File: src/rtl/pipeline_hazard_ctrl.sv
// pipeline_hazard_ctrl
//   Control end of the pipeline-register write/flush interface. Produces the
//   PC and per-stage pipeline-register write enables plus the IF/ID and ID/EX
//   flush strobes. Handles load-use hazards, taken branches and multi-cycle
//   data-memory waits, with a bounded wait that halts the core on timeout.
//
//   Optional build macro: HAZARD_STATS_EN (adds stall/flush counters).
//
// Parameters:
//   MAX_WAIT  consecutive memory-wait cycles tolerated (2..255)
//   REG_AW    register address width
//
// Ports:
//   clk, reset                 clock, asynchronous active-high reset
//   MemRead_EX, RD_EX          load in EX and its destination register
//   RS_ID, RT_ID, UsesRT_ID    source registers of the ID instruction
//   branch_taken_EX            branch resolved taken in EX
//   mem_req_MEM, mem_ready     data-memory access in MEM / completion
//   pc_write .. mem_wb_write   write enables (PC, IF/ID, ID/EX, EX/MEM, MEM/WB)
//   if_id_flush, id_ex_flush   bubble strobes
//   mem_timeout                sticky memory-timeout error
//   state_o                    FSM state (RUN=0, MEM_WAIT=1, HALT=2)
//   stall_cycles, flush_count  event counters (HAZARD_STATS_EN only)
module pipeline_hazard_ctrl #(
    parameter int MAX_WAIT = 16,
    parameter int REG_AW   = 5
) (
    input  logic              clk,
    input  logic              reset,
    input  logic              MemRead_EX,
    input  logic [REG_AW-1:0] RD_EX,
    input  logic [REG_AW-1:0] RS_ID,
    input  logic [REG_AW-1:0] RT_ID,
    input  logic              UsesRT_ID,
    input  logic              branch_taken_EX,
    input  logic              mem_req_MEM,
    input  logic              mem_ready,
    output logic              pc_write,
    output logic              if_id_write,
    output logic              id_ex_write,
    output logic              ex_mem_write,
    output logic              mem_wb_write,
    output logic              if_id_flush,
    output logic              id_ex_flush,
    output logic              mem_timeout,
    output logic [1:0]        state_o
`ifdef HAZARD_STATS_EN
    ,
    output logic [31:0]       stall_cycles,
    output logic [31:0]       flush_count
`endif
);

    localparam int CNT_W = $clog2(MAX_WAIT + 1);

    typedef enum logic [1:0] {
        RUN      = 2'd0,
        MEM_WAIT = 2'd1,
        HALT     = 2'd2,
        BAD      = 2'd3
    } state_t;

    state_t             state;
    state_t             state_next;
    logic [CNT_W-1:0]   wait_cnt;
    logic [CNT_W-1:0]   wait_cnt_next;
    logic               timeout_set;

    logic               mem_stall;
    logic               load_use;

    // Enables ordered {pc, if_id, id_ex, ex_mem, mem_wb}
    logic [4:0]         run_en;
    logic               run_if_flush;
    logic               run_id_flush;
    logic [4:0]         en;
    logic               if_flush;
    logic               id_flush;

    assign mem_stall = mem_req_MEM & ~mem_ready;
    assign load_use  = MemRead_EX & (RD_EX != '0) &
                       ((RD_EX == RS_ID) | (UsesRT_ID & (RD_EX == RT_ID)));

    // Hazard resolution when memory is not holding the pipeline. A taken
    // branch squashes the ID instruction, so any load-use on it is moot.
    always_comb begin
        run_en       = 5'b11111;
        run_if_flush = 1'b0;
        run_id_flush = 1'b0;
        if (branch_taken_EX) begin
            run_if_flush = 1'b1;
            run_id_flush = 1'b1;
        end else if (load_use) begin
            // Hold PC and IF/ID, inject a bubble into ID/EX for one cycle
            run_en       = 5'b00111;
            run_id_flush = 1'b1;
        end
    end

    always_comb begin
        en            = 5'b00000;
        if_flush      = 1'b0;
        id_flush      = 1'b0;
        state_next    = state;
        wait_cnt_next = wait_cnt;
        timeout_set   = 1'b0;
        case (state)
            RUN: begin
                if (mem_stall) begin
                    state_next    = MEM_WAIT;
                    wait_cnt_next = CNT_W'(1);
                end else begin
                    en       = run_en;
                    if_flush = run_if_flush;
                    id_flush = run_id_flush;
                end
            end
            MEM_WAIT: begin
                if (mem_ready) begin
                    // Release cycle also services any branch/load-use that
                    // was frozen behind the memory wait.
                    en            = run_en;
                    if_flush      = run_if_flush;
                    id_flush      = run_id_flush;
                    state_next    = RUN;
                    wait_cnt_next = '0;
                end else if (wait_cnt < CNT_W'(MAX_WAIT)) begin
                    wait_cnt_next = wait_cnt + CNT_W'(1);
                end else begin
                    state_next  = HALT;
                    timeout_set = 1'b1;
                end
            end
            HALT: begin
                state_next = HALT;
            end
            default: begin
                state_next    = RUN;
                wait_cnt_next = '0;
            end
        endcase
        // Outputs are Mealy, so reset must also gate them directly
        if (reset) begin
            en       = 5'b00000;
            if_flush = 1'b0;
            id_flush = 1'b0;
        end
    end

    always_ff @(posedge clk or posedge reset) begin
        if (reset) begin
            state       <= RUN;
            wait_cnt    <= '0;
            mem_timeout <= 1'b0;
        end else begin
            state       <= state_next;
            wait_cnt    <= wait_cnt_next;
            mem_timeout <= mem_timeout | timeout_set;
        end
    end

    assign {pc_write, if_id_write, id_ex_write, ex_mem_write, mem_wb_write} = en;
    assign if_id_flush = if_flush;
    assign id_ex_flush = id_flush;
    assign state_o     = state;

`ifdef HAZARD_STATS_EN
    always_ff @(posedge clk or posedge reset) begin
        if (reset) begin
            stall_cycles <= '0;
            flush_count  <= '0;
        end else begin
            if (!pc_write && state != HALT && stall_cycles != 32'hFFFF_FFFF)
                stall_cycles <= stall_cycles + 32'd1;
            if (if_id_flush && flush_count != 32'hFFFF_FFFF)
                flush_count <= flush_count + 32'd1;
        end
    end
`endif

endmodule

File: config.mk
export PLATFORM = sky130hd
export DESIGN_NAME = pipeline_hazard_ctrl
export DESIGN_NICKNAME = d
export VERILOG_FILES = /design/src/rtl/pipeline_hazard_ctrl.sv
export SDC_FILE = /design/constraint.sdc
export NUM_CORES = 1
export LEC_CHECK = 0
export CORE_AREA = 5 5 45 47
export CTS_BUF_LIST = sky130_fd_sc_hd__clkbuf_4 sky130_fd_sc_hd__clkbuf_8
export DETAILED_ROUTE_END_ITERATION = 10
export DIE_AREA = 0 0 50 52
export PLACE_DENSITY = 0.88
export SLEW_MARGIN = 30
export SYNTH_ARGS = -nofsm -noshare
export SYNTH_HDL_FRONTEND = slang
export SYNTH_SLANG_ARGS = --single-unit
File: constraint.sdc
create_clock -name clk -period 2.1 [get_ports clk]
set_input_delay 0.42 -clock clk [delete_from_list [all_inputs] [get_ports clk]]
set_output_delay 0.42 -clock clk [all_outputs]
set_load 0.05 [all_outputs]
==> impl_results.md <==
- Count leader, synth: xor2_1
- Via count: 633
- Arrival @ worst endpoint: 1.68 ns
- Post-Syn Nets: 89
- CTS tree: built
- Worst-Skew Late Latency: 0.26 ns
- Crit path capture type: output pin
- PortBufs: 31
- Pleak: 0.485 nW
- Tot Pwr: 0.000510 W
- Delay of the slowest critical-path stage: 0.34 ns
- Gr usage total: 15.4%
- Clock Tree Buf Depth: 2
- Initial antenna violation count: 0
- CTS Buf Count: 3
- CP Class: in2out
- Vias in the first global route: 647
- Clock sinks: 8
- Post-synth EDFFs: 0
- Status: complete, but fails checks
- Worst path required time: 1.68 ns
- Routed WL per cell: 15.4 um
- Maximum VDD drop: 0.363 mV
- First-pass DRT Iterations: 4
- Post-synth ARST share: 100%
- Worst min path class: in2async
- Fill cells: 133
- GPL Wtd Cong: 0.773
- Post-synth top area share: 34.3%
- Skew final: 0.00850 ns
- Final standard cell area without fillers: 0.00106 sq mm
- Power per cell area: 479 mW/mm^2
- Die ar.: 0.00260 sq mm
- Row count: 15
- Cell Area, Synth: 584 sq um
- Maxcap violations: 0
- Number of diodes: 0
- Worst path top cell family by delay: compound AO/OA/AOI/OAI gates
- Share of cells above drive strength 1: 35.0%
- First-pass GRT wire length: 3010 um
- Post-CTS Hold Fix Bufs: 0
- Top cells by area, synth: dfrtp_1 34%, xor2_1 15%, buf_4 3.9%
- Area Overhead vs Synth: 82.0%
- Gr ovfl total: 0
- Rel. slew slack: 66.6%
- Unrepaired setup endpoints after global routing: true
- Critical path peak fanout: 2
- H-tree depth: 1
- Clk slew on worst S/H paths: 0.06 ns
- Cell taking the most area after synthesis: dfrtp_1
- Net total in the final layout: 128
- Highest clock rate: 0.476 GHz
- Core area: 0.00161 sq mm
- Worst Max-Slew Pin Slew: 0.499 ns
- Initial DRC Count: 7
- Drc violations: 0
- Minimum clock period: 2.10 ns
- Final core occ: 65.9%
- DIE WIDTH: 50 um
- Syn Inst Count: 66
- Fin. Hold Viols: 0
- Final setup viols: 2
- Ys flop type: dfrtp_1
- Die Height: 52 um
- Num ports: 32
- Synth Register Bits: 8
- Pre-CTS setup slack: -0.444 ns
- Placed cell area: 0.00103 sq mm
- Mean Syn Cell Area: 8.85 sq um
- Total wire length: 1840 um
- DPL Wire Length: 1430 um
- Synth unique cells: 30
- Crit path cell chain: dlygate4sd2_1 -> xor2_1 -> nor3_2 -> a32oi_2 -> o31a_4 -> buf_12
- Worst Path Buf+Inv: 2
- Setup TNS: -0.00451 ns
- Setup WS post-layout: -0.00255 ns
- Seq/Total Area, Yosys: 34.3%
- Largest net degree at the start of global routing: 13
- Fin crit share: 100%
- Post-DR vias/cell: 5.28
- Synth Warn #: 0
- Initial core utilization: 36.2%
- DRT antenna net count: 0
- Clock root cell: clkbuf_4
- Critical-path top delay cell: o31a_4
- Max Transition Viols Final: 0
- Post-synth top cells: 10 x xor2_1, 8 x dfrtp_1, 6 x nand2_1
- Violated checks: negative setup slack
- Crit path launch type: primary input
## report_power, final
group | internal, W | total [W] | switching [W]
Combinational | 0.000108 | 0.000212 | 0.000104
Clock | 0.0000656 | 0.000121 | 0.0000551
Sequential | 0.000164 | 0.000177 | 0.0000134
## path summary, 6_finish.rpt
check / start / end / slack (ns) / cells after the start
worst min-delay path: reset / mem_timeout$_DFF_PP0_ / 0.47 / 3
worst max register to register: wait_cnt[0]$_DFFE_PP0P_ / wait_cnt[2]$_DFFE_PP0P_ / 0.92 / 4
worst max-delay path: RS_ID[1] / if_id_write / -0.003 / 6
min in group clk: mem_timeout$_DFF_PP0_ / mem_timeout$_DFF_PP0_ / 0.48 / 1
worst min register to register: mem_timeout$_DFF_PP0_ / mem_timeout$_DFF_PP0_ / 0.48 / 1
max in group asynchronous: reset / state_o[0]$_DFFE_PP0P_ / 1.49 / 3
## layout make-up
type	instances	area, sq um	share of cell area, %
inverters	5	18.8	1.76
clock buffers	3	22.5	2.12
flip-flops and latches	8	201	18.9
multi-input cells	48	380	35.8
well taps	17	21.3	2.00
repair buffers	39	419	39.4
## cell usage in the layout, fill, tap and decap left out, types with 2 or more instances in the layout
master           count
buf_2                4
buf_12               7
inv_1                4
xnor2_1              2
a21oi_1              3
dfrtp_1              7
nor2_1               3
xor2_1               9
dlygate4sd2_1        7
buf_6                4
buf_4                8
mux2i_1              2
clkbuf_4             3
nand2_1              6
clkdlybuf4s50_1      7
o22ai_1              3
## cells by family after synthesis
kind of cell	share of synthesized area, %
muxes	3.43
and+or+nand+nor	17.6
adders and majority gates	2.14
buffers and inverters	8.56
xor gates and xnor gates	18.0
DFF	34.3
AOI/OAI and AO/OA	16.1
## registers in the layout, summed over array words and instances (netlist names)
name	count
mem_timeout	1
wait_cnt	5
state_o	2
## tightest hold or removal path, cell delays in order
cell and delay, ns:
clkdlybuf4s50_1 0.40, inv_1 0.08, buf_4 0.17
## metrics by stage
step                      cells  hold slack (ns)
after global routing        120            0.502
final                       120            0.468
after floorplan              66            0.244
after detailed placement    117            0.478
after global placement      117            0.474
after CTS                   119            0.484
## timing repair
item	CTS	global route
setup buffers	0	1
gates resized for setup	38	9
setup endpoints to repair	3	3
pin swaps	13	5
## per-layer routing
| metal | wire [um] | share of wire [%] | global-route usage, % |
|---|---|---|---|
| met5 | 0 | 0 | 0 |
| met4 | 22 | 1.2 | 6.55 |
| met3 | 177 | 9.6 | 7.16 |
| met2 | 882 | 48 | 25.5 |
| met1 | 760 | 41 | 16.7 |
Note: power is estimated with default switching activity, not from simulation.
